### src/rtl/muldiv_unit.sv
// Iterative RV32M multiply/divide unit: radix-2 shift-add multiply, restoring divide.
// Optional MULDIV_EARLY_OUT_EN: trivial ops (div by zero, signed overflow, multiply by zero) go straight to DONE.
module muldiv_unit #(
  parameter int DATA_WIDTH    = 32,
  parameter int OPCODE_LENGTH = 3
) (
  input  logic                     clk,
  input  logic                     rst_n,
  input  logic                     flush,
  input  logic                     in_valid,
  output logic                     in_ready,
  input  logic [DATA_WIDTH-1:0]    SrcA,
  input  logic [DATA_WIDTH-1:0]    SrcB,
  input  logic [OPCODE_LENGTH-1:0] Operation,
  output logic                     out_valid,
  input  logic                     out_ready,
  output logic [DATA_WIDTH-1:0]    Result,
  output logic                     busy
);

  localparam int CW = $clog2(DATA_WIDTH);
  localparam logic [CW-1:0] LAST = CW'(DATA_WIDTH - 1);

  typedef enum logic [1:0] {IDLE, CALC, FIX, DONE} state_t;

  state_t                    state, state_nxt;
  logic [CW-1:0]             counter;
  logic [DATA_WIDTH-1:0]     hi, lo, mcand;
  logic [2:0]                op;
  logic                      sign_a, sign_b;

  logic                      accept, early_hit;
  logic                      a_signed, b_signed, in_sa, in_sb;
  logic [DATA_WIDTH-1:0]     abs_a, abs_b;
  logic [DATA_WIDTH:0]       mul_sum, div_shift;
  logic [DATA_WIDTH-1:0]     div_diff;
  logic                      div_ge;
  logic [2*DATA_WIDTH-1:0]   product, prod_s;
  logic [DATA_WIDTH-1:0]     quo_s, rem_s, fix_result;

  assign in_ready  = (state == IDLE);
  assign busy      = (state != IDLE);
  assign out_valid = (state == DONE);
  assign accept    = in_valid & in_ready & ~flush;

  assign a_signed = (Operation[2:0] == 3'b001) | (Operation[2:0] == 3'b010) |
                    (Operation[2:0] == 3'b100) | (Operation[2:0] == 3'b110);
  assign b_signed = (Operation[2:0] == 3'b001) | (Operation[2:0] == 3'b100) |
                    (Operation[2:0] == 3'b110);
  assign in_sa    = a_signed & SrcA[DATA_WIDTH-1];
  assign in_sb    = b_signed & SrcB[DATA_WIDTH-1];
  assign abs_a    = in_sa ? -SrcA : SrcA;
  assign abs_b    = in_sb ? -SrcB : SrcB;

`ifdef MULDIV_EARLY_OUT_EN
  localparam logic [DATA_WIDTH-1:0] MIN_VAL = {1'b1, {(DATA_WIDTH-1){1'b0}}};
  logic                  early_div0, early_ovf, early_mzero;
  logic [DATA_WIDTH-1:0] early_result;
  assign early_div0   = Operation[2] & (SrcB == '0);
  assign early_ovf    = Operation[2] & ~Operation[0] & (SrcA == MIN_VAL) & (SrcB == '1);
  assign early_mzero  = ~Operation[2] & ((SrcA == '0) | (SrcB == '0));
  assign early_hit    = early_div0 | early_ovf | early_mzero;
  assign early_result = early_div0 ? (Operation[1] ? SrcA : '1) :
                        early_ovf  ? (Operation[1] ? '0 : MIN_VAL) : '0;
`else
  assign early_hit = 1'b0;
`endif

  // Multiply keeps {hi,lo} as the product accumulator with the multiplier in lo;
  // divide keeps the partial remainder in hi and shifts quotient bits into lo.
  assign mul_sum   = {1'b0, hi} + (lo[0] ? {1'b0, mcand} : '0);
  assign div_shift = {hi, lo[DATA_WIDTH-1]};
  assign div_ge    = div_shift >= {1'b0, mcand};
  assign div_diff  = div_shift[DATA_WIDTH-1:0] - mcand;

  always_ff @(posedge clk or negedge rst_n) begin
    if (!rst_n) state <= IDLE;
    else        state <= state_nxt;
  end

  always_comb begin
    state_nxt = state;
    case (state)
      IDLE:    if (accept) state_nxt = early_hit ? DONE : CALC;
      CALC:    if (counter == LAST) state_nxt = FIX;
      FIX:     state_nxt = DONE;
      DONE:    if (out_ready) state_nxt = IDLE;
      default: state_nxt = IDLE;
    endcase
    if (flush) state_nxt = IDLE;
  end

  always_ff @(posedge clk or negedge rst_n) begin
    if (!rst_n) begin
      counter <= '0;
      hi      <= '0;
      lo      <= '0;
      mcand   <= '0;
      op      <= '0;
      sign_a  <= 1'b0;
      sign_b  <= 1'b0;
      Result  <= '0;
    end else begin
      case (state)
        IDLE: if (accept) begin
          counter <= '0;
          hi      <= '0;
          op      <= Operation[2:0];
          sign_a  <= in_sa;
          sign_b  <= in_sb;
          lo      <= Operation[2] ? abs_a : abs_b;
          mcand   <= Operation[2] ? abs_b : abs_a;
`ifdef MULDIV_EARLY_OUT_EN
          if (early_hit) Result <= early_result;
`endif
        end
        CALC: begin
          counter <= counter + 1'b1;
          if (op[2]) begin
            hi <= div_ge ? div_diff : div_shift[DATA_WIDTH-1:0];
            lo <= {lo[DATA_WIDTH-2:0], div_ge};
          end else begin
            hi <= mul_sum[DATA_WIDTH:1];
            lo <= {mul_sum[0], lo[DATA_WIDTH-1:1]};
          end
        end
        FIX:     Result <= fix_result;
        default: ;
      endcase
    end
  end

  // Divide by zero must give an all-ones quotient regardless of the dividend's sign.
  always_comb begin
    product    = {hi, lo};
    prod_s     = (sign_a ^ sign_b) ? -product : product;
    quo_s      = (mcand == '0) ? '1 : ((sign_a ^ sign_b) ? -lo : lo);
    rem_s      = sign_a ? -hi : hi;
    fix_result = '0;
    case (op)
      3'b000:                 fix_result = prod_s[DATA_WIDTH-1:0];
      3'b001, 3'b010, 3'b011: fix_result = prod_s[2*DATA_WIDTH-1:DATA_WIDTH];
      3'b100, 3'b101:         fix_result = quo_s;
      default:                fix_result = rem_s;
    endcase
  end

endmodule

### config.mk
export PLATFORM = sky130hd
export DESIGN_NAME = muldiv_unit
export DESIGN_NICKNAME = d
export VERILOG_FILES = /design/src/rtl/muldiv_unit.sv
export SDC_FILE = /design/constraint.sdc
export NUM_CORES = 1
export LEC_CHECK = 0
export CAP_MARGIN = 20
export CORE_MARGIN = 2
export CORE_UTILIZATION = 25
export DETAILED_ROUTE_END_ITERATION = 8
export GPL_TIMING_DRIVEN = 0
export PLACE_DENSITY = 0.5
export SYNTH_ARGS = -nofsm -noshare
export SYNTH_HDL_FRONTEND = slang
export SYNTH_SLANG_ARGS = --single-unit
### constraint.sdc
create_clock -name clk -period 4.9 [get_ports clk]
set_clock_uncertainty 0.2 [all_clocks]
set_input_delay 0.49 -clock clk [delete_from_list [all_inputs] [get_ports clk]]
set_output_delay 0.49 -clock clk [all_outputs]
set_load 0.02 [all_outputs]
* Word-level counts from Yosys, hierarchy flattened
Cells that the tools add are included.
Operators by class: $lt $le $gt $ge 1, $mul 0, reduce and logical (&&, ||, !) cells 10, shifts and indexed selects 0, divide/modulo/power cells 0, add/subtract/negate cells 8, equality and inequality tests 17, mux-type cells 24, bitwise operators 11
Operators with widths (count):
- 2-to-1 mux 32 bit | 13
- negation 32 bit | 4
- case mux 32 bit (2 select lines) | 2
- case mux 32 bit (3 select lines) | 1
- 2-to-1 mux 64 bit | 1
- negation 64 bit | 1
- adder 32 x 32 -> 33 bit | 1
- greater-or-equal comparator 33 x 32 -> 1 bit | 1
- logical NOT 32 bit | 1
- subtractor 32 bit | 1
- == test 3 bit, second input constant | 4
- case mux 5 bit (2 select lines) | 1
- == test 3 x 2 -> 1 bit, second input constant | 3
- 2-to-1 mux 2 bit | 4
- case mux 2 bit (4 select lines) | 1
- == test 3 x 1 -> 1 bit, second input constant | 2
- inequality test 3 x 2 -> 1 bit, second input constant | 2
- adder 5 x 1 -> 5 bit, second input constant | 1
- == test 5 bit, second input constant | 1
- 2-to-1 mux 5 bit | 1
- OR 1 bit | 5
- bitwise AND 1 bit | 4
- == test 2 bit, second input constant | 2
- AND reduction 2 bit | 2
- other kinds (11) | 12
Word-level totals: bits of input ports 72, latch bits 0, logic and storage cells 80, bits in writable memories 0, ROM bits 0, register bits 140, output and inout port bits 35, memories 0

* Logic depth before layout (Yosys ltp)
depth in word-level cells 9, mapped depth 14, gate-level depth less buffers 13

* Least setup slack after synthesis
No wires, ideal clock.
path kind reg-to-reg, start reg lo[0], end reg hi[22], arrival time 2.966 ns, library setup time 0.122 ns, slack 1.612 ns, path buffers 1, stages on the path, launching flop included 14, required time 4.578 ns, period minus slack after synthesis 3.288 ns, cells stage by stage dfrtp_1 -> clkinv_1 -> clkbuf_1 -> nor2_1 -> ha_1 -> a21oi_1 -> nand2_1 -> o21ai_0 -> a21boi_0 -> a41o_1 -> a211oi_1 -> xnor2_1 -> a21o_1 -> a32o_1
On the way: cells in the longest elaborated chain, start to end 4
Ends and longest elaborated chain:
- start: declaration | line 28 | logic [DATA_WIDTH-1:0] hi, lo, mcand;
- start signal: assignment | line 111 | lo <= Operation[2] ? abs_a : abs_b;
- start signal: assignment | line 121 | lo <= {lo[DATA_WIDTH-2:0], div_ge};
- start signal: assignment | line 124 | lo <= {mul_sum[0], lo[DATA_WIDTH-1:1]};
- 2-to-1 mux 32 bit | line 71 | assign mul_sum = {1'b0, hi} + (lo[0] ? {1'b0, mcand} : '0);
- adder 32 x 32 -> 33 bit | line 71
- 2-to-1 mux 32 bit | line 119 | if (op[2]) begin
- case mux 32 bit (2 select lines) | line 104 | case (state)
- end signal: assignment | line 120 | hi <= div_ge ? div_diff : div_shift[DATA_WIDTH-1:0];
- end signal: assignment | line 123 | hi <= mul_sum[DATA_WIDTH:1];
- end: declaration | line 28
No other way between the ends. A chain may end at the register's enable or synchronous reset.

* Final worst setup path
start reg lo[0], end reg hi[31]
Same word-level chain as after synthesis.

==> impl_results.md <==
- Global route total overflow: 0
- P_leak: ~7.0 nW
- Routed via count: 16,000
- Initial DRC Count: roughly 1,600
- Post-Synth Simple-Gate Area: 20.5%
- Top Ports: 107
- WL/cell: 23.5 microns
- Worst Path Max Fanout: 10
- Die ar.: 0.0614 sq mm
- Total GRT Usage: 22.1%
- Yosys warns: 0
- Largest net degree at the start of global routing: 87
- Net Count, Synth: 2,130
- Clock transition at the registers of the reported paths: about 0.07 ns
- Most common cell after layout, fill and taps aside: nor2_1
- CP cell instances: clkinv_1, clkbuf_1, nor2_1, ha_1, a21o_1, or3_1, o21ai_0, a211oi_1, nor3_1, nor2_1, a31oi_1, o21ai_0, o311a_1
- RSZ-0062 raised after global routing: no
- P&R area growth vs syn: 17.8%
- Share of the yosys chip area belonging to registers: 23.6%
- Seq pwr share: 18.0%
- CP endpoint kind: flop
- NumNets Final: 2,258
- Fraction of synthesized area in multiplexers: 4.97%
- Vias in the first global route: between 15,000 and 20,000
- Maximum root-to-sink buffer count: 2
- First-pass GRT wire length: 101 mm
- Detail Placement HPWL: 55.3 mm
- Max stage delay on crit path: 0.61 ns
- I/O Buffers: 106
- Fin. Hold Viols: 0
- Initial antenna violation count: 1
- Fin crit share: 95.3%
- Root Buffer: clkbuf_16
- Unique masters post-synth: slightly above 80
- Slew HR: roughly 28%
- # diodes: 0
- Synth Cell Area: between 0.01 and 0.015 sq mm
- Clk pwr share: 10.0%
- Area fraction in compound gates after synthesis: 27.4%
- Die W: 248 microns
- Synth Flop Type: dfrtp_1
- Hold_ws: between 0.2 and 0.3 ns
- Status: finished clean
- Synth Area in Adders: under 10%
- Setup Crit Path Kind: reg -> reg
- Combinational power share: 72.0%
- Ys async rst share: 100%
- Via/cell ratio: 5.54
- # setup viols final: 0
- DRC errors left: 0
- Synth Area in XOR/XNOR: between 10% and 20%
- Post-synth EDFFs: 0
- CTS tree: yes
- Setup TNS: 0 ns
- Final ANT Viol Nets: 0
- Bufs and invs on worst path: 2
- Critical Path AT: slightly below 5 ns
- # Max-Cap Violations: 0
- Combined area of the multi-input logic cells: approximately 0.010 sq mm
- Post-CTS setup buffers: 0
- WP data required: between 5 and 6 ns
- Register Area: around 0.0035 sq mm
- Share of cells above drive strength 1: under 10%
- Fin crit period: 4.67 ns
- Syn Inst Count: 1,982
- Max-slew violation count: 0
- Largest family of logic cells by synthesized area: compound AO/OA/AOI/OAI gates
- NetSw: 0.00747 W
- Die height: 248 microns
- # clock sinks: 140
- Cell Rows: 89
- Clock Latency Late Sink: 0.47 ns
- Power Density: 757 mW/mm^2
- Placer Congestion: 0.962
- Crit path max-delay cell type: o21ai_0
- DR pass1 iterations: 6
- Worst-Margin Slew: 1.08 ns
- HP Class: reg -> reg
- Overall power: between 0.01 and 0.015 W
- Pint: 0.00579 W
- Core Box Area: 0.0589 sq mm
- Seq cells post-synth: 140
- Routed wire length: roughly 70 mm
- Most frequent cells in the layout: 204 x nor2_1, 193 x a21oi_1, 166 x o21ai_0, 165 x nand2_1, 140 x dfrtp_1
- Switch share: 56.3%
- Initial Util: 25.2%
- Mapped Avg Cell Area: 7.50 sq um
- Startpoint Class: flop
- H-tree depth: 4
- VDD IR-drop max: between 0.3 and 0.4 mV
- Fmax: ~0.21 GHz
- CP delay by family, top: compound AO/OA/AOI/OAI gates
- Inserted Clock Buffers: 17
- Fillers: roughly 6,400
==> state kept, by name, summed over array words and instances (netlist names) <==
signal and count:
mcand 32, counter 5, hi 32, state 2, op 3, lo 32, Result 32, sign_a 1
sign_b 1
==> worst reg2reg max path, stage by stage (launching register included) <==
cell	delay, ns
dfrtp_1	0.46
clkinv_1	0.40
clkbuf_1	0.39
nor2_1	0.17
ha_1	0.30
a21o_1	0.22
or3_1	0.32
o21ai_0	0.61
a211oi_1	0.21
nor3_1	0.52
nor2_1	0.16
a31oi_1	0.35
o21ai_0	0.12
o311a_1	0.13
==> cell families after synthesis <==
group	count (synthesis)
AOI/OAI and AO/OA	645
xor gates and xnor gates	189
adders and majority gates	76
buffers and inverters	227
DFF	140
muxes	70
and+or+nand+nor	635
==> power by group through the flow <==
stage / sequential [W] / combinational [W] / clock [W]
after global placement: 0.00238 / 0.00931 / 0
after CTS: 0.00238 / 0.00936 / 0.00134
after global routing: 0.00245 / 0.0103 / 0.00138
after detailed placement: 0.00240 / 0.00932 / 0
after floorplan: 0.00223 / 0.00614 / 0
final: 0.00239 / 0.00955 / 0.00132
==> metrics by stage <==
step	util, %	instance area (sq um)	worst slack (ns)	instances
final	29.7	17500	0.228	2895
after global routing	29.7	17500	0.0397	2895
after CTS	29.7	17500	0.0184	2895
after detailed placement	28.7	16900	0.0486	2863
after global placement	28.7	16900	-3.10	2861
after floorplan	-	14900	1.61	1982
==> cells in the mapped netlist, types with 13 or more instances <==
master | n | share of area (%)
o21ai_0 | 166 | 5.6
nor3_1 | 44 | 1.5
a211oi_1 | 32 | 1.6
a221oi_1 | 17 | 1.0
nand2b_1 | 24 | 1.0
o221ai_1 | 13 | 0.77
a21oi_1 | 193 | 6.5
nor2_1 | 204 | 5.2
a21o_1 | 26 | 1.3
nand3_1 | 44 | 1.5
a31oi_1 | 25 | 1.1
xor2_1 | 78 | 4.6
o22ai_1 | 13 | 0.55
buf_2 | 17 | 0.57
nand4_1 | 17 | 0.72
ha_1 | 74 | 6.2
mux2_2 | 30 | 2.3
or3_1 | 22 | 0.93
nand2_1 | 165 | 4.2
inv_1 | 82 | 2.1
mux2i_1 | 40 | 2.7
o211ai_1 | 27 | 1.4
or4_1 | 18 | 0.91
o31ai_1 | 23 | 1.2
nor4_1 | 26 | 1.1
clkbuf_1 | 114 | 2.9
xnor2_1 | 111 | 6.5
dfrtp_1 | 140 | 24
==> layer usage <==
metal	track usage (%)	routed length, microns	vias to the layer above
met4	5.69	1540	2
met1	30.3	30700	7858
li1	-	-	7443
met2	35.4	31000	650
met3	4.01	4860	80
met5	0	12	-
==> final cells by class <==
cell class,count,area share [%]
Sequential cell,140,20.0
Buffer,143,3.25
Timing Repair Buffer,109,6.32
Inverter,84,1.80
Clock inverter,10,0.614
Clock buffer,21,2.63
Multi-Input combinational cell,1615,59.9
Tap cell,773,5.52
==> worst paths after layout <==
kind | from | to | slack [ns] | depth (start not counted)
worst max-delay path | lo[0]$_DFFE_PN0P_ | hi[31]$_DFFE_PN0P_ | 0.23 | 13
worst max register to register | lo[0]$_DFFE_PN0P_ | hi[31]$_DFFE_PN0P_ | 0.23 | 13
worst min-delay path | counter[4]$_DFFE_PN0P_ | counter[4]$_DFFE_PN0P_ | 0.28 | 2
worst min register to register | counter[4]$_DFFE_PN0P_ | counter[4]$_DFFE_PN0P_ | 0.28 | 2
min in group asynchronous | rst_n | hi[23]$_DFFE_PN0P_ | 0.50 | 2
max in group asynchronous | rst_n | lo[2]$_DFFE_PN0P_ | 3.18 | 3
==> repair_timing <==
item                                    4_1_cts  5_1_grt
hold buffers                                  1        0
gates resized for setup                       0        1
hold endpoints to repair                     85        0
endpoints found under the setup margin        0        2
Note: power is estimated with default switching activity, not from simulation.
==> edit: new RTL, same settings <==
Reset style: synchronous (`rst_n`), changed in 2 clocked blocks.
--- a/src/rtl/muldiv_unit.sv
+++ b/src/rtl/muldiv_unit.sv
@@ -73,7 +73,7 @@
   assign div_ge    = div_shift >= {1'b0, mcand};
   assign div_diff  = div_shift[DATA_WIDTH-1:0] - mcand;
 
-  always_ff @(posedge clk or negedge rst_n) begin
+  always_ff @(posedge clk) begin
     if (!rst_n) state <= IDLE;
     else        state <= state_nxt;
   end
@@ -90,7 +90,7 @@
     if (flush) state_nxt = IDLE;
   end
 
-  always_ff @(posedge clk or negedge rst_n) begin
+  always_ff @(posedge clk) begin
     if (!rst_n) begin
       counter <= '0;
       hi      <= '0;
Behaviour: differs if rst_n is asserted again (counterexample within 4 cycles, from zero or initial values and one cycle with rst_n low); with rst_n held inactive, the same outputs for 10 cycles.
==> edit against the unedited design <==
Sequential share of layout area is 2.8 points lower; global-route usage down 1.2 points; routed wire length decreased by 12%; non-clock buffer count decreased by 18; final area down 7.0%; worst setup slack gained 0.13 ns; synthesized area fell by 7.5%; final cell count down 5.4%; sequential cell count unchanged.
Power is left out: it rests on default switching activity, and per cell area and clock period it moved more than threefold.
==> edit: results <==
[yosys]
synth.area.top_cells = "dfxtp_1 (20%), a21oi_1 (7.6%), xnor2_1 (7.1%)"
synth-compound-area-share_pct = 28.88
synthMuxAreaShare_pct = 4.906
seq_area_frac_synth_pct = 20.39
synthArstFlopShare_pct = 0
synth_common_cells = "a21oi_1 (208), nor2_1 (204), nand2_1 (181)"
yosysUniqueCellTypes = 78
synthAdderAreaFrac_pct = 7.026
ys_warn_count = 0
netlist_instances = 1907

[final_layout]
nets = 2178
layout-drive-gt1-share_pct = 4.161
antenna_cells = 0

[route]
firstDrtPassIters = 5
drtIter0Drc = 1158
routed_wl_um = 59790
viasPerCell = 5.433

[global_route]
grt_max_degree = 17
grt_usage_pct = 20.82
first_global_vias = 14490
grt_pass1_wl_um = 89910

[clocking]
cts_root_buf = "clkbuf_16"
numCtsBuffers = 17
cts_max_path_buffers = 2

[placed_design]
placed_cells = 2708
dpl-instance-area_mm2 = 0.01567
dp.final_hpwl_um = 48920
port_buffers = 105

[run_status]
status = "complete, no violations"
[edit: cell type report]
cell class / instances / area (um2)
buffer: 129 / 515.5
clock buffer: 19 / 452.9
clock inverter: 13 / 173.9
fill: 5876 / 37840
inverter: 77 / 289.0
multi-input combinational: 1560 / 10140
sequential: 140 / 2803
tap: 696 / 870.8
timing repair buffer: 105 / 1051
[edit: metal layers]
metal  wire length, um  vias to the layer above  global-route usage (%)
met5                 0                        -                       0
met4              2477                        0                   9.053
met3              3632                       87                   3.129
met2             26990                      539                   33.91
met1             26700                     7125                   27.27
li1                  -                     7129                       -
[edit: final timing paths]
path	start	to	slack (ns)	depth (start not counted)
max	hi[1]$_SDFFE_PN0P_	hi[22]$_SDFFE_PN0P_	0.36	11
min	Result[29]$_SDFFE_PN0P_	Result[29]$_SDFFE_PN0P_	0.24	2
max reg2reg	hi[1]$_SDFFE_PN0P_	hi[22]$_SDFFE_PN0P_	0.36	11
min reg2reg	Result[29]$_SDFFE_PN0P_	Result[29]$_SDFFE_PN0P_	0.24	2
